File: src/rtl/alu_pkg.sv
// Shared types and constants for the ALU issue stage.
// No logic; enum codes match the execute-stage ALU encoding.
// Imported by the decoder and the issue register.
package alu_pkg;

  localparam int XLEN_W = 32;

  typedef enum logic [3:0] {
    ALU_ADD  = 4'd0,
    ALU_SLL  = 4'd1,
    ALU_SLT  = 4'd2,
    ALU_SLTU = 4'd3,
    ALU_XOR  = 4'd4,
    ALU_SRL  = 4'd5,
    ALU_SRA  = 4'd6,
    ALU_OR   = 4'd7,
    ALU_AND  = 4'd8,
    ALU_SUB  = 4'd9
  } alu_op_e;

  localparam logic [6:0] OPC_OP     = 7'b0110011;
  localparam logic [6:0] OPC_OP_IMM = 7'b0010011;
  localparam logic [6:0] OPC_LUI    = 7'b0110111;
  localparam logic [6:0] OPC_AUIPC  = 7'b0010111;

  localparam logic [6:0] FUNCT7_ALT = 7'b0100000;

  // Operand A source
  typedef enum logic [1:0] {
    A_ZERO = 2'd0,
    A_RS1  = 2'd1,
    A_PC   = 2'd2
  } a_sel_e;

  // Operand B source; shift variants carry only the 5-bit amount
  typedef enum logic [2:0] {
    B_ZERO      = 3'd0,
    B_RS2       = 3'd1,
    B_RS2_SHAMT = 3'd2,
    B_IMM_I     = 3'd3,
    B_SHAMT_I   = 3'd4,
    B_IMM_U     = 3'd5
  } b_sel_e;

  // Registered issue slot presented to the ALU
  typedef struct packed {
    logic [XLEN_W-1:0] a;
    logic [XLEN_W-1:0] b;
    alu_op_e           alu_op;
    logic [4:0]        rd;
    logic              rd_we;
    logic              illegal;
    logic [XLEN_W-1:0] pc;
  } issue_t;

  // funct3 to ALU op; alt selects SUB/SRA where that alternative exists
  function automatic alu_op_e funct3_to_op(input logic [2:0] funct3, input logic alt);
    alu_op_e op;
    case (funct3)
      3'b000:  op = alt ? ALU_SUB : ALU_ADD;
      3'b001:  op = ALU_SLL;
      3'b010:  op = ALU_SLT;
      3'b011:  op = ALU_SLTU;
      3'b100:  op = ALU_XOR;
      3'b101:  op = alt ? ALU_SRA : ALU_SRL;
      3'b110:  op = ALU_OR;
      default: op = ALU_AND;
    endcase
    return op;
  endfunction

endpackage

File: src/rtl/alu_issue_stage_if.sv
// Handshake bundle between decode, register file, issue stage and ALU.
// Latency: none (wires only).
// Backpressure: out_ready from the ALU side, in_ready back to decode.
interface alu_issue_if #(
  parameter int XLEN = 32
);
  logic            in_valid;
  logic            in_ready;
  logic [31:0]     in_instr;
  logic [XLEN-1:0] in_pc;
  logic [XLEN-1:0] rs1_data;
  logic [XLEN-1:0] rs2_data;

  logic            out_valid;
  logic            out_ready;
  logic [XLEN-1:0] out_a;
  logic [XLEN-1:0] out_b;
  logic [3:0]      out_alu_op;
  logic [4:0]      out_rd;
  logic            out_rd_we;
  logic            out_illegal;
  logic [XLEN-1:0] out_pc;

  // Environment side: decode/register file upstream, ALU downstream
  modport master (
    output in_valid, in_instr, in_pc, rs1_data, rs2_data, out_ready,
    input  in_ready, out_valid, out_a, out_b, out_alu_op, out_rd,
           out_rd_we, out_illegal, out_pc
  );

  // Issue stage side
  modport slave (
    input  in_valid, in_instr, in_pc, rs1_data, rs2_data, out_ready,
    output in_ready, out_valid, out_a, out_b, out_alu_op, out_rd,
           out_rd_we, out_illegal, out_pc
  );
endinterface

File: src/rtl/alu_op_decode.sv
// Combinational RV32I OP/OP-IMM/LUI/AUIPC decode into ALU op and operand selects.
// Latency: 0 cycles.
// Backpressure: none; pure function of the instruction word.
module alu_op_decode
  import alu_pkg::*;
(
  input  logic [31:0] instr,
  output alu_op_e     alu_op,
  output a_sel_e      a_sel,
  output b_sel_e      b_sel,
  output logic        rd_we,
  output logic        illegal
);

  logic [6:0] opcode;
  logic [2:0] funct3;
  logic [6:0] funct7;
  logic [4:0] rd;
  logic       is_shift;
  logic       unused_fields;

  assign opcode   = instr[6:0];
  assign funct3   = instr[14:12];
  assign funct7   = instr[31:25];
  assign rd       = instr[11:7];
  assign is_shift = (funct3 == 3'b001) || (funct3 == 3'b101);
  // Register and immediate fields are consumed by the operand muxes instead
  assign unused_fields = ^instr[24:15];

  // Decode opcode/funct fields; illegal slots collapse to ADD 0+0 with no writeback
  always_comb begin
    alu_op  = ALU_ADD;
    a_sel   = A_ZERO;
    b_sel   = B_ZERO;
    illegal = 1'b0;
    rd_we   = 1'b0;

    case (opcode)
      OPC_OP: begin
        a_sel = A_RS1;
        b_sel = is_shift ? B_RS2_SHAMT : B_RS2;
        if (funct7 == 7'b0000000) begin
          alu_op = funct3_to_op(funct3, 1'b0);
        end else if (funct7 == FUNCT7_ALT && (funct3 == 3'b000 || funct3 == 3'b101)) begin
          alu_op = funct3_to_op(funct3, 1'b1);
        end else begin
          illegal = 1'b1;
        end
      end
      OPC_OP_IMM: begin
        a_sel = A_RS1;
        if (is_shift) begin
          b_sel = B_SHAMT_I;
          if (funct7 == 7'b0000000) begin
            alu_op = funct3_to_op(funct3, 1'b0);
          end else if (funct7 == FUNCT7_ALT && funct3 == 3'b101) begin
            alu_op = ALU_SRA;
          end else begin
            illegal = 1'b1;
          end
        end else begin
          // Immediate forms never subtract, whatever instr[30] holds
          b_sel  = B_IMM_I;
          alu_op = funct3_to_op(funct3, 1'b0);
        end
      end
      OPC_LUI: begin
        a_sel = A_ZERO;
        b_sel = B_IMM_U;
      end
      OPC_AUIPC: begin
        a_sel = A_PC;
        b_sel = B_IMM_U;
      end
      default: illegal = 1'b1;
    endcase

    if (illegal) begin
      alu_op = ALU_ADD;
      a_sel  = A_ZERO;
      b_sel  = B_ZERO;
    end
    rd_we = !illegal && (rd != 5'd0);
  end

endmodule

File: src/rtl/alu_issue_stage.sv
// Decode/issue register feeding the ALU; optional writeback forwarding under ALU_FWD_EN.
// Latency: 1 cycle from input handshake to out_valid.
// Backpressure: in_ready = !out_valid || out_ready; held slot is bit-stable; flush kills held and incoming.
module alu_issue_stage
  import alu_pkg::*;
#(
  parameter int XLEN = 32
) (
  input  logic            clk,
  input  logic            rst_n,
  input  logic            flush,
`ifdef ALU_FWD_EN
  input  logic            wb_we,
  input  logic [4:0]      wb_rd,
  input  logic [XLEN-1:0] wb_data,
`endif
  alu_issue_if.slave      bus
);

  if (XLEN != 32) begin : g_xlen_check
    $error("alu_issue_stage: only XLEN=32 is supported");
  end

  alu_op_e         dec_op;
  a_sel_e          dec_a_sel;
  b_sel_e          dec_b_sel;
  logic            dec_rd_we;
  logic            dec_illegal;

  logic [4:0]      rs1_idx;
  logic [4:0]      rs2_idx;
  logic [XLEN-1:0] rs1_eff;
  logic [XLEN-1:0] rs2_eff;
  logic [XLEN-1:0] imm_i;
  logic [XLEN-1:0] imm_u;
  logic [XLEN-1:0] op_a;
  logic [XLEN-1:0] op_b;

  issue_t          nxt;
  issue_t          cur;
  logic            valid_q;
  logic            load;

  alu_op_decode u_decode (
    .instr   (bus.in_instr),
    .alu_op  (dec_op),
    .a_sel   (dec_a_sel),
    .b_sel   (dec_b_sel),
    .rd_we   (dec_rd_we),
    .illegal (dec_illegal)
  );

  assign rs1_idx = bus.in_instr[19:15];
  assign rs2_idx = bus.in_instr[24:20];
  assign imm_i   = {{(XLEN-12){bus.in_instr[31]}}, bus.in_instr[31:20]};
  assign imm_u   = {bus.in_instr[31:12], 12'b0};

`ifdef ALU_FWD_EN
  // Same-cycle writeback overrides the stale register-file read; x0 is never forwarded
  always_comb begin
    rs1_eff = bus.rs1_data;
    rs2_eff = bus.rs2_data;
    if (wb_we && wb_rd != 5'd0 && wb_rd == rs1_idx) rs1_eff = wb_data;
    if (wb_we && wb_rd != 5'd0 && wb_rd == rs2_idx) rs2_eff = wb_data;
  end
`else
  logic unused_idx;
  assign unused_idx = ^{rs1_idx, rs2_idx};
  assign rs1_eff    = bus.rs1_data;
  assign rs2_eff    = bus.rs2_data;
`endif

  // Operand selection; register shifts keep only the low five bits of rs2
  always_comb begin
    op_a = '0;
    op_b = '0;
    case (dec_a_sel)
      A_RS1:   op_a = rs1_eff;
      A_PC:    op_a = bus.in_pc;
      default: op_a = '0;
    endcase
    case (dec_b_sel)
      B_RS2:       op_b = rs2_eff;
      B_RS2_SHAMT: op_b = {{(XLEN-5){1'b0}}, rs2_eff[4:0]};
      B_IMM_I:     op_b = imm_i;
      B_SHAMT_I:   op_b = {{(XLEN-5){1'b0}}, bus.in_instr[24:20]};
      B_IMM_U:     op_b = imm_u;
      default:     op_b = '0;
    endcase
  end

  // Assemble the slot to be registered
  always_comb begin
    nxt         = '0;
    nxt.a       = op_a;
    nxt.b       = op_b;
    nxt.alu_op  = dec_op;
    nxt.rd      = bus.in_instr[11:7];
    nxt.rd_we   = dec_rd_we;
    nxt.illegal = dec_illegal;
    nxt.pc      = bus.in_pc;
  end

  assign bus.in_ready = !valid_q || bus.out_ready;
  // Flush wins over a same-cycle load
  assign load         = bus.in_valid && bus.in_ready && !flush;

  // Valid tracking: flush clears, load sets, consumption without refill clears
  always_ff @(posedge clk or negedge rst_n) begin
    if (!rst_n) begin
      valid_q <= 1'b0;
    end else if (flush) begin
      valid_q <= 1'b0;
    end else if (load) begin
      valid_q <= 1'b1;
    end else if (bus.out_ready) begin
      valid_q <= 1'b0;
    end
  end

  // Data register only moves on a load, so a stalled slot stays bit-stable
  always_ff @(posedge clk or negedge rst_n) begin
    if (!rst_n) begin
      cur <= '0;
    end else if (load) begin
      cur <= nxt;
    end
  end

  assign bus.out_valid   = valid_q;
  assign bus.out_a       = cur.a;
  assign bus.out_b       = cur.b;
  assign bus.out_alu_op  = cur.alu_op;
  assign bus.out_rd      = cur.rd;
  assign bus.out_rd_we   = cur.rd_we;
  assign bus.out_illegal = cur.illegal;
  assign bus.out_pc      = cur.pc;

endmodule
File: src/flat_wrapper.sv
// flat-port wrapper written by rule: the top's interface ports become plain ports
module alu_issue_stage_flat import alu_pkg::*;
#(
  parameter int XLEN = 32
)
  (clk, rst_n, flush, bus_in_valid, bus_in_instr, bus_in_pc, bus_rs1_data, bus_rs2_data, bus_out_ready, bus_in_ready, bus_out_valid, bus_out_a, bus_out_b, bus_out_alu_op, bus_out_rd, bus_out_rd_we, bus_out_illegal, bus_out_pc);
  alu_issue_if #(.XLEN(XLEN)) bus_i ();
  input  logic clk;
  input  logic rst_n;
  input  logic flush;
  input wire logic [$bits(bus_i.in_valid)-1:0] bus_in_valid;
  input wire logic [$bits(bus_i.in_instr)-1:0] bus_in_instr;
  input wire logic [$bits(bus_i.in_pc)-1:0] bus_in_pc;
  input wire logic [$bits(bus_i.rs1_data)-1:0] bus_rs1_data;
  input wire logic [$bits(bus_i.rs2_data)-1:0] bus_rs2_data;
  input wire logic [$bits(bus_i.out_ready)-1:0] bus_out_ready;
  output wire logic [$bits(bus_i.in_ready)-1:0] bus_in_ready;
  output wire logic [$bits(bus_i.out_valid)-1:0] bus_out_valid;
  output wire logic [$bits(bus_i.out_a)-1:0] bus_out_a;
  output wire logic [$bits(bus_i.out_b)-1:0] bus_out_b;
  output wire logic [$bits(bus_i.out_alu_op)-1:0] bus_out_alu_op;
  output wire logic [$bits(bus_i.out_rd)-1:0] bus_out_rd;
  output wire logic [$bits(bus_i.out_rd_we)-1:0] bus_out_rd_we;
  output wire logic [$bits(bus_i.out_illegal)-1:0] bus_out_illegal;
  output wire logic [$bits(bus_i.out_pc)-1:0] bus_out_pc;
  assign bus_i.in_valid = bus_in_valid;
  assign bus_i.in_instr = bus_in_instr;
  assign bus_i.in_pc = bus_in_pc;
  assign bus_i.rs1_data = bus_rs1_data;
  assign bus_i.rs2_data = bus_rs2_data;
  assign bus_i.out_ready = bus_out_ready;
  assign bus_in_ready = bus_i.in_ready;
  assign bus_out_valid = bus_i.out_valid;
  assign bus_out_a = bus_i.out_a;
  assign bus_out_b = bus_i.out_b;
  assign bus_out_alu_op = bus_i.out_alu_op;
  assign bus_out_rd = bus_i.out_rd;
  assign bus_out_rd_we = bus_i.out_rd_we;
  assign bus_out_illegal = bus_i.out_illegal;
  assign bus_out_pc = bus_i.out_pc;
  alu_issue_stage #(.XLEN(XLEN)) u_core (.clk(clk), .rst_n(rst_n), .flush(flush), .bus(bus_i));
endmodule
File: config.mk
export PLATFORM = sky130hd
export DESIGN_NAME = alu_issue_stage_flat
export DESIGN_NICKNAME = d
export VERILOG_FILES = /design/src/rtl/alu_pkg.sv /design/src/rtl/alu_issue_stage_if.sv /design/src/rtl/alu_op_decode.sv /design/src/rtl/alu_issue_stage.sv /design/src/flat_wrapper.sv
export SDC_FILE = /design/constraint.sdc
export NUM_CORES = 1
export LEC_CHECK = 0
export ABC_CLOCK_PERIOD_IN_PS = 2000
export BUFFER_PORTS_ARGS = -buffer_cell sky130_fd_sc_hd__clkbuf_2
export CAP_MARGIN = 20
export CORE_MARGIN = 2
export CORE_UTILIZATION = 35
export CTS_CLUSTER_DIAMETER = 40
export DETAILED_ROUTE_END_ITERATION = 7
export PLACE_DENSITY = 0.7
export REMOVE_ABC_BUFFERS = 1
export SETUP_SLACK_MARGIN = 0.05
export SYNTH_ARGS = -nofsm -noshare
export SYNTH_HDL_FRONTEND = slang
export SYNTH_SLANG_ARGS = --single-unit
File: constraint.sdc
create_clock -name clk -period 2 [get_ports clk]
set_input_delay 0.2 -clock clk [delete_from_list [all_inputs] [get_ports clk]]
set_output_delay 0.2 -clock clk [all_outputs]
set_load 0.005 [all_outputs]
After elaboration in Yosys (flattened, before gate mapping) --
Cells that the tools add are included.
Storage, ports and cells: output and inout bits 109, input port bits 133, flip-flop bits (word level) 108, logic and storage cells 69
Cells by class: equal/unequal tests 18, reduce and logical (&&, ||, !) cells 17, mux-type cells 26
Operators by type and width (number):
- case mux 32 bit (5 select lines) | 1
- case mux 32 bit (2 select lines) | 1
- case mux 4 bit (7 select lines) | 2
- equality test 7 x 6 -> 1 bit (second input constant) | 3
- two-way mux 4 bit | 5
- equality test 3 bit (second input constant) | 5
- equality test 7 x 5 -> 1 bit (second input constant) | 2
- equality test 3 x 2 -> 1 bit (second input constant) | 4
- two-way mux 3 bit | 3
- case mux 3 bit (3 select lines) | 1
- two-way mux 1 bit | 8
- case mux 4 bit (2 select lines) | 1
- zero test 7 bit | 1
- equality test 3 x 1 -> 1 bit (second input constant) | 2
- logical AND 1 bit | 5
- nonzero test 5 bit | 1
- two-way mux 2 bit | 2
- case mux 2 bit (2 select lines) | 1
- OR reduction 2 bit | 2
- zero test 1 bit | 3
- zero test 3 bit | 1
- logical OR 1 bit | 3
- case mux 1 bit (3 select lines) | 1
- nonzero test 3 bit | 1
- other kinds (2) | 2

Depth between registers and ports, before layout --
Gate-level depths: netlist of the first run.
depth in word-level cells 9, depth in mapped cells 10, mapped depth without buffers 7

Hierarchy --
From an unflattened synthesis of the first run, not the netlist that was laid out.
Second synthesis, totals: cells, all modules 469, area, all modules 5479.0 µm²
Modules (own cells, without submodules):
- alu_issue_stage | cells an instance 411, sequential area each 2702.6 µm², instances 1, area each 5081.1 µm²
- alu_op_decode | cells an instance 58, sequential area each 0.0 µm², instances 1, area each 397.9 µm²

Least setup slack after synthesis of the first run --
OpenSTA, ideal clock, no wires.
kind input to register, start point input port bus_in_instr[25], end point register u_core.cur, in the netlist u_core.bus.out_a[22], data required time 1.904 ns, stages on the path 9, arrival time 2.003 ns, path slack -0.098 ns, cell sequence or4_1 buf_2 nor3_4 o211ai_1 inv_1 ha_1 clkbuf_1 a22oi_1 o31ai_1
Between the ends: cells in the longest elaborated chain, start to end 9, elaborated cells on any way between the ends 14
RTL lines:
- start, declared | line flat_wrapper.sv:12 | input wire logic [$bits(bus_i.in_instr)-1:0] bus_in_instr;
- equality test 7 x 6 -> 1 bit | line alu_op_decode.sv:44, alu_op_decode.sv:56
- logical AND 1 bit | line alu_op_decode.sv:56 | end else if (funct7 == FUNCT7_ALT && funct3 == 3'b101) begin
- two-way mux 1 bit | line alu_op_decode.sv:56
- two-way mux 1 bit | line alu_op_decode.sv:54 | if (funct7 == 7'b0000000) begin
- two-way mux 1 bit | line alu_op_decode.sv:52 | if (is_shift) begin
- case mux 1 bit (3 select lines) * | line alu_op_decode.sv:38 | case (opcode)
- two-way mux 2 bit * | line alu_op_decode.sv:78 | if (illegal) begin
- equality test 2 bit / equality test 2 x 1 -> 1 bit (equally long branches) | line alu_issue_stage.sv:77 | case (dec_a_sel)
- case mux 32 bit (2 select lines) * | line alu_issue_stage.sv:77
- end signal, assigned | line alu_issue_stage.sv:126 | cur <= nxt;
- end, declared | line alu_issue_stage.sv:40 | issue_t cur;
Every way passes the cells marked *; elsewhere a longest branch is shown, timed or not. A chain may end at the register's enable or synchronous reset.

Worst setup path after layout of the first run --
start point input port bus_in_instr[25], end point register u_core.cur, in the netlist u_core.bus.out_a[2]
The elaborated chain is that of the path after synthesis.

==> out/metrics.csv, run 1 <==
metric;value;unit
setup_violations;0;
synth_seq_cells;108;
dpl.hpwl;11.8;mm
yosysSeqAreaShare;0.526;
hold_path_depth;3;
cts.reportedPaths.clkPinSlew;0.08;ns
ctsRootBufferMaster;clkbuf_16;
cts.repair.resized;0;
grt_max_degree;82;
synth.cell_area;5140;µm²
slew_viol_final;0;
cts_tree;built;
r2r_end;u_core.bus.out_b[4];
multi_input_area;2240;µm²
regToRegStartpoint;u_core.bus.out_valid;
power;5.15;mW
cts_buffers;9;
end_kind;register;
fmax;0.566;GHz
fin_cells;1000;
worst_hold_path_type;in2reg;
drc;0;
finalClockSkew;0.00910;ns
io_pins;242;
ys_warn_count;0;
seq_area;2700;µm²
totalWireLength;16.4;mm
antenna_left;0;
grt_pass1_vias;5175;
fillers;1407;
r2r_slack;0.25;ns
final-hold-violation-count;0;
syn2layout_area_growth;37.9;%
dieHeight;125;µm
n_antenna_cell;0;
routedWlPerCell;16.4;µm
arrival;2.01;ns
clock_path_buffers;2;
viasPerCell;5.21;
ys_types;46;
tightestPinTransition;0.563;ns
insertion_delay;0.35;ns
worst-path-max-fanout;32;
async_reset_ff_frac;1.00;
synthFlopType;dfrtp_1;
status;complete, no violations;
grtUsageTotal;0.212;
fin_crit_sh;0.883;
p_leak;3.62;nW
rsz0062_at_grt;no;
period_minus_slack;1.77;ns
h-tree-depth;3;
crit_path_start_kind;input port;
synth-edff-count;0;
portBuffers;241;
grt_pass1_wl;26.7;mm
dieWidth;125;µm
gp_congestion;0.843;
dr.first_iter.drc_count;347;
grt.overflow.total;0;
antenna_found_initial;0;
cts_num_sinks;108;
worstSetupStartpoint;bus_in_instr[25];
vdd.ir_drop.worst;476;µV
required;2.24;ns
fin_util;0.492;
coreArea;14400;µm²
powerDensity;726;nW/µm²
postCtsSetupRepairBufs;0;
fp.dieArea;15700;µm²
start_util;0.357;
path_class;in2reg;
worstRegToRegCells;6;
first_pass_iters;5;
vias;5209;
crit_end;u_core.bus.out_a[2];
num_rows;44;
synth_area_per_cell;8.94;µm²
fin_nets;946;
max-cap-violations;0;
maxSlewHeadroom;0.625;
postSynthCellCount;575;
placedCellCount;982;
setup_tns;0;ns
drive_gt1_frac;0.363;
## worst min-delay path by stage
stage                    start                     to  slack (ns)
2_1_floorplan            rst_n    u_core.bus.out_a[0]        -0.1
3_3_place_gp             rst_n   u_core.bus.out_valid        0.12
4_1_cts        bus_in_instr[7]   u_core.bus.out_rd[0]        0.04
3_5_place_dp             rst_n   u_core.bus.out_valid        0.12
6_report       bus_in_instr[7]   u_core.bus.out_rd[0]        0.05
5_1_grt          bus_in_pc[21]  u_core.bus.out_pc[21]        0.05
## metal layers
layer  share of wire  vias to the layer above  global-route usage  wire (µm)
met3           0.072                       23              0.0466       1180
met1            0.44                     2465               0.277       7150
met2            0.47                      232               0.353       7790
met4           0.018                        0              0.0693        299
met5               0                        -                   0          0
li1                -                     2489                   -          -
## where the power goes
group / switching, mW / total [mW] / leakage (nW) / internal (mW)
registers: 0.0646 / 2.36 / 1.44 / 2.30
clock network: 0.848 / 2.08 / 0.168 / 1.24
logic: 0.400 / 0.704 / 2.01 / 0.304
total: 1.31 / 5.15 / 3.62 / 3.84
## Yosys cell counts (all sizes together), types with 2 or more instances
| library cell | count | area, µm² |
|---|---|---|
| a22oi | 32 | 240 |
| nor2 | 10 | 37.5 |
| o31ai | 35 | 263 |
| inv | 4 | 15.0 |
| nor2b | 4 | 25.0 |
| nand3 | 3 | 15.0 |
| a221o | 5 | 50.1 |
| clkbuf | 32 | 120 |
| or3 | 2 | 12.5 |
| nand2b | 4 | 25.0 |
| dfrtp | 108 | 2700 |
| o211ai | 3 | 27.5 |
| nor4 | 3 | 25.0 |
| ha | 2 | 25.0 |
| nand2 | 195 | 732 |
| buf | 17 | 83.8 |
| o2111ai | 2 | 17.5 |
| a31oi | 27 | 169 |
| a21oi | 2 | 10.0 |
| o21ai | 53 | 265 |
| and2 | 5 | 31.3 |
| a32oi | 2 | 17.5 |
| nor3b | 6 | 45.0 |
| or4 | 2 | 15.0 |
| nor3 | 2 | 21.3 |
## per-stage QoR
stage	hold WS, ns	area [µm²]	setup WS (ns)
after floorplan	-0.0956	4940	-1.80
after global placement	0.122	6730	-0.0642
after detailed placement	0.124	6730	-0.160
after CTS	0.0365	7090	0.213
after global routing	0.0491	7090	0.0729
final	0.0536	7090	0.235
## cells by family after synthesis
group | Yosys count | share of synthesized area
AO/OA/AOI/OAI | 167 | 0.220
AND/OR/NAND/NOR | 244 | 0.206
XOR/XNOR | 1 | 0.00170
adder cells (fa/ha/maj) | 2 | 0.00487
buffers and inverters | 53 | 0.0426
flip-flops | 108 | 0.526
## layout by cell type, fill, tap and decap left out, types with 3 or more instances in the layout
master / n
a31oi_1: 27
buf_4: 24
nor3b_1: 6
dfrtp_1: 108
o21ai_1: 14
and2_1: 5
nor2b_1: 4
nand2_1: 195
clkbuf_2: 240
nand2b_1: 3
buf_12: 8
nand3_1: 3
bufinv_16: 3
inv_1: 4
clkbuf_16: 9
o31ai_1: 35
a22oi_1: 32
a221o_1: 5
nor2_1: 9
o21ai_0: 39
## area by class of cell
| type | instances | share of cell area |
|---|---|---|
| repair buffers | 274 | 0.220 |
| clock inverters | 7 | 0.0173 |
| inverters | 4 | 0.00212 |
| clock buffers | 9 | 0.0318 |
| multi-input cells | 414 | 0.315 |
| well taps | 184 | 0.0325 |
| flip-flops and latches | 108 | 0.381 |
## sequential cells by signal, indices dropped and copies added (netlist names)
name                    count
u_core.bus.out_a           32
u_core.bus.out_alu_op       4
u_core.bus.out_b           32
u_core.bus.out_illegal      1
u_core.bus.out_pc          32
u_core.bus.out_rd           5
u_core.bus.out_rd_we        1
u_core.bus.out_valid        1
## worst max-delay path: stages
cell and delay (ns):
clkbuf_2 0.10, or4_1 0.59, nor3_4 0.15, o211ai_1 0.15, inv_1 0.09, ha_1 0.20
buf_12 0.21, a22oi_1 0.09, o31ai_1 0.22
## timing repair
| action | 4_1_cts | 5_1_grt |
|---|---|---|
| setup endpoints to repair | 0 | 0 |
| hold endpoints to repair | 22 | 0 |
| hold buffers | 2 | 0 |
Note: power is estimated with default switching activity, not from simulation.
==> inputs of run 2 (changes only) <==
Settings changed: REMOVE_ABC_BUFFERS 1 to unset.
==> out/metrics.csv, run 2 (synthesis gave the netlist of run 1 again) <==
metric;value;unit;change
grt_pass1_vias;5120;;was 5,175
fmax;0.554;GHz;was 0.566 GHz
vias;5273;;was 5,209
status;complete, no violations;;unchanged
cts_buffers;9;;unchanged
dpl.hpwl;12.3;mm;was 11.8 mm
final_common_cell;clkbuf_2;;unchanged
h-tree-depth;3;;unchanged
dieHeight;125;µm;unchanged
fin_cells;1004;;was 1,000
insertion_delay;0.34;ns;was 0.35 ns
path_class;in2reg;;unchanged
grt.overflow.total;0;;unchanged
gp_congestion;0.832;;was 0.843
totalWireLength;16.4;mm;about the same
coreArea;14400;µm²;unchanged
fin_crit_sh;0.902;;was 0.883
io_pins;242;;unchanged
fillers;1389;;was 1,407
max-cap-violations;0;;unchanged
finalClockSkew;0.00395;ns;was 0.00910 ns
cts.repair.resized;0;;unchanged
clock_path_buffers;2;;unchanged
antenna_found_initial;0;;unchanged
grt_pass1_wl;26.5;mm;was 26.7 mm
crit_path_start_kind;input port;;unchanged
worst_hold_path_type;in2reg;;unchanged
placedCellCount;989;;was 982
drive_gt1_frac;0.372;;was 0.363
fin_nets;952;;was 946
final_area;7130;µm²;was 7090 µm²
n_antenna_cell;0;;unchanged
setup_tns;0;ns;unchanged
end_kind;register;;unchanged
ctsRootBufferMaster;clkbuf_16;;unchanged
dr.first_iter.drc_count;301;;was 347
syn2layout_area_growth;38.6;%;was 37.9%
drc;0;;unchanged
grtUsageTotal;0.209;;was 0.212
setup_violations;0;;unchanged
cts.reportedPaths.clkPinSlew;0.07;ns;was 0.08 ns
rsz0062_at_grt;no;;unchanged
fp.dieArea;15700;µm²;unchanged
maxSlewHeadroom;0.643;;was 0.625
start_util;0.357;;unchanged
p_leak;3.63;nW;was 3.62 nW
layout_common_cells;clkbuf_2, nand2_1, dfrtp_1;;unchanged
tightestPinTransition;0.536;ns;was 0.563 ns
first_pass_iters;4;;was 5
grt_max_degree;66;;was 82
cts_num_sinks;108;;unchanged
final-hold-violation-count;0;;unchanged
viasPerCell;5.25;;was 5.21
cts-hold-fix-buffers;1;;was 2
placed_cell_area;6800;µm²;was 6730 µm²
synth_fp_nets;710;;
arrival;2.05;ns;was 2.01 ns
vdd.ir_drop.worst;361;µV;was 476 µV
postCtsSetupRepairBufs;0;;unchanged
cts_tree;built;;unchanged
required;2.25;ns;was 2.24 ns
period_minus_slack;1.80;ns;was 1.77 ns
routedWlPerCell;16.3;µm;was 16.4 µm
powerDensity;698;nW/µm²;was 726 nW/µm²
slew_viol_final;0;;unchanged
portBuffers;241;;unchanged
antenna_left;0;;unchanged
dieWidth;125;µm;unchanged
num_rows;44;;unchanged
worst-path-max-fanout;29;;was 32
==> run 2: final timing paths <==
kind,slack [ns],cells past startpoint,startpoint,to
max reg2reg,0.28,5,u_core.bus.out_valid,u_core.bus.out_b[1]
max,0.20,9,bus_in_instr[6],u_core.bus.out_a[23]
min in group asynchronous,0.38,2,rst_n,u_core.bus.out_a[24]
min reg2reg,0.47,2,u_core.bus.out_pc[16],u_core.bus.out_pc[16]
min,0.02,2,flush,u_core.bus.out_valid
max in group asynchronous,0.97,3,rst_n,u_core.bus.out_valid
==> run 2: routing by layer <==
metal / up-vias / global-route usage / wire, µm
li1: 2507 / - / -
met1: 2493 / 0.263 / 6720
met2: 252 / 0.350 / 7940
met3: 21 / 0.0518 / 1390
met4: 0 / 0.0765 / 325
met5: - / 0 / 0
==> run 2: final cells by class <==
type | instances | area [µm²] | share of cell area
well taps | 184 | 230 | 0.0323
inverters | 4 | 15.0 | 0.00211
clock buffers | 10 | 239 | 0.0335
clock inverters | 4 | 75.1 | 0.0105
repair buffers | 280 | 1600 | 0.225
flip-flops and latches | 108 | 2700 | 0.379
multi-input cells | 414 | 2260 | 0.317
==> run 2: power breakdown <==
group / switching, mW / internal (mW) / total, mW
clock: 0.771 / 1.12 / 1.89
combinational: 0.407 / 0.318 / 0.725
sequential: 0.0632 / 2.30 / 2.36
total: 1.24 / 3.73 / 4.98
==> run 2: stage by stage <==
stage	utilization	hold slack (ns)	total power [mW]	worst slack, ns
2_1_floorplan	-	-0.0956	2.67	0.0347
3_3_place_gp	0.472	0.212	3.12	-0.0703
3_5_place_dp	0.472	0.216	3.13	-0.140
4_1_cts	0.494	0.00704	5.05	0.216
5_1_grt	0.494	0.0166	5.23	0.0858
6_report	0.494	0.0240	4.98	0.195
==> run 2: worst max-delay path, stage by stage <==
cell	delay [ns]
clkbuf_2	0.09
or4b_4	0.54
nor2_1	0.17
o211ai_1	0.20
inv_1	0.15
ha_4	0.16
buf_12	0.17
a22oi_1	0.09
o31ai_1	0.26
==> inputs of run 3 (changes only) <==
Settings changed: CTS_BUF_LIST set to sky130_fd_sc_hd__clkbuf_8, SLEW_MARGIN set to 15.
==> out/metrics.csv, run 3 (synthesis gave the netlist of run 1 again) <==
metric;value;unit;change
status;complete, no violations;;unchanged
dpl.hpwl;12.3;mm;unchanged
finalWorstSetupSlack;0.192;ns;was 0.195 ns
cts_num_sinks;108;;unchanged
grt_pass1_vias;5138;;was 5,120
grtUsageTotal;0.209;;about the same
fin_nets;956;;was 952
syn2layout_area_growth;37.4;%;was 38.6%
gp_congestion;0.832;;unchanged
slowest_stage;dlygate4sd3_1;;was or4b_4
dieWidth;125;µm;unchanged
portBuffers;241;;unchanged
totalWireLength;16.4;mm;about the same
start_util;0.357;;unchanged
fp.dieArea;15700;µm²;unchanged
vias;5286;;was 5,273
grt.overflow.total;0;;unchanged
cts.reportedPaths.clkPinSlew;0.10;ns;was 0.07 ns
required;2.32;ns;was 2.25 ns
r2r_slack;0.28;ns;about the same
placedCellCount;989;;unchanged
fillers;1393;;was 1,389
synth_fp_nets;710;;unchanged
crit_buf_inv;2;;was 3
max_stage_delay;0.54;ns;about the same
worst_hold_path_type;in2reg;;unchanged
final-hold-violation-count;0;;unchanged
cts_buffers;9;;unchanged
ctsRootBufferMaster;clkbuf_8;;was clkbuf_16
h-tree-depth;3;;unchanged
drc;0;;unchanged
crit_path_start_kind;input port;;unchanged
final_common_cell;clkbuf_2;;unchanged
switchingPower;1.21;mW;was 1.24 mW
dr.first_iter.drc_count;301;;unchanged
antenna_found_initial;0;;unchanged
crit_family;compound AO/OA/AOI/OAI gates;;was simple AND/OR/NAND/NOR gates
fin_crit_sh;0.904;;was 0.902
period_minus_slack;1.81;ns;was 1.80 ns
finalClockSkew;0.00853;ns;was 0.00395 ns
whs;0.0284;ns;was 0.0240 ns
grt_pass1_wl;26.6;mm;was 26.5 mm
viasPerCell;5.24;;was 5.25
coreArea;14400;µm²;unchanged
fmax;0.553;GHz;was 0.554 GHz
seq_area;2700;µm²;unchanged
dieHeight;125;µm;unchanged
insertion_delay;0.38;ns;was 0.34 ns
max-cap-violations;0;;unchanged
num_rows;44;;unchanged
fin_cells;1008;;was 1,004
grt_max_degree;66;;unchanged
powerDensity;645;nW/µm²;was 698 nW/µm²
n_antenna_cell;0;;unchanged
pwr-share-comb;0.161;;was 0.146
postCtsSetupRepairBufs;0;;unchanged
tightestPinTransition;0.545;ns;was 0.536 ns
worst-path-max-fanout;13;;was 29
end_kind;register;;unchanged
p_leak;3.60;nW;was 3.63 nW
clock_path_buffers;2;;unchanged
cts.repair.resized;0;;unchanged
pwr-share-seq;0.518;;was 0.475
multi_input_area;2260;µm²;unchanged
cts-hold-fix-buffers;5;;was 1
rsz0062_at_grt;no;;unchanged
layout_common_cells;clkbuf_2, nand2_1, dfrtp_1;;unchanged
p_sw_frac;0.265;;was 0.250
pre_cts_ws;-0.140;ns;unchanged
slew_viol_final;0;;unchanged
routedWlPerCell;16.3;µm;about the same
pwr-share-clk;0.321;;was 0.380
cts_tree;built;;unchanged
arrival;2.12;ns;was 2.05 ns
io_pins;242;;unchanged
maxSlewHeadroom;0.637;;was 0.643
path_cells;dlygate4sd3_1, clkbuf_2, nand2b_1, nand2b_4, a2111oi_4, a221o_1;;was clkbuf_2, or4b_4, nor2_1, o211ai_1, inv_1, ha_4, buf_12, a22oi_1, o31ai_1
path_class;in2reg;;unchanged
first_pass_iters;4;;unchanged
p_int;3.35;mW;was 3.73 mW
antenna_left;0;;unchanged
drive_gt1_frac;0.370;;was 0.372
setup_violations;0;;unchanged
vdd.ir_drop.worst;249;µV;was 361 µV
[run 3: cell count changes in the layout (fill, tap and decap cells not counted)]
cell           before  now
dlygate4sd3_1       1    5
clkbuf_8            1   10
clkbuf_16           9    0
[run 3: power groups by stage]
| stage | Sequential (mW) | Combinational, mW | Clock, mW |
|---|---|---|---|
| after detailed placement | 2.40 | 0.731 | 0 |
| final | 2.36 | 0.731 | 1.46 |
| after global placement | 2.40 | 0.725 | 0 |
| after CTS | 2.36 | 0.741 | 1.51 |
| after global routing | 2.37 | 0.821 | 1.59 |
| after floorplan | 2.41 | 0.264 | 0 |
[run 3: layout make-up]
type / count / share of cell area
timing repair buffer: 284 / 0.233
sequential: 108 / 0.383
inverter: 4 / 0.00213
clock buffer: 10 / 0.0195
multi-input combinational: 414 / 0.320
tap: 184 / 0.0326
clock inverter: 4 / 0.0106
[run 3: worst paths after layout]
| kind | from | endpoint | cells past startpoint |
|---|---|---|---|
| worst max-delay path | flush | u_core.bus.out_b[1] | 6 |
| worst min-delay path | bus_in_instr[8] | u_core.bus.out_rd[1] | 3 |
| worst max register to register | u_core.bus.out_valid | u_core.bus.out_b[1] | 5 |
| worst min register to register | u_core.bus.out_pc[16] | u_core.bus.out_pc[16] | 2 |
| max in group asynchronous | rst_n | u_core.bus.out_alu_op[0] | 3 |
| min in group asynchronous | rst_n | u_core.bus.out_pc[2] | 2 |
[run 3: per-layer routing]
layer / global-route usage / wire length [µm] / vias to the layer above
li1: - / - / 2507
met1: 0.266 / 6720 / 2487
met2: 0.350 / 7930 / 271
met3: 0.0492 / 1410 / 21
met4: 0.0765 / 323 / 0
met5: 0 / 0 / -
[run 3: per-stage QoR]
stage / utilization / area [µm²] / power, mW / TNS, ns
final: 0.490 / 7070 / 4.55 / 0
after global routing: 0.490 / 7070 / 4.79 / 0
after CTS: 0.490 / 7070 / 4.61 / 0
after detailed placement: 0.472 / 6800 / 3.13 / -2.56
after global placement: 0.472 / 6800 / 3.12 / -0.742
after floorplan: - / 5200 / 2.67 / 0
[run 3: worst min-delay path, stage by stage]
cell and delay (ns):
clkbuf_2 0.09, nand2_1 0.04, nand2_1 0.05
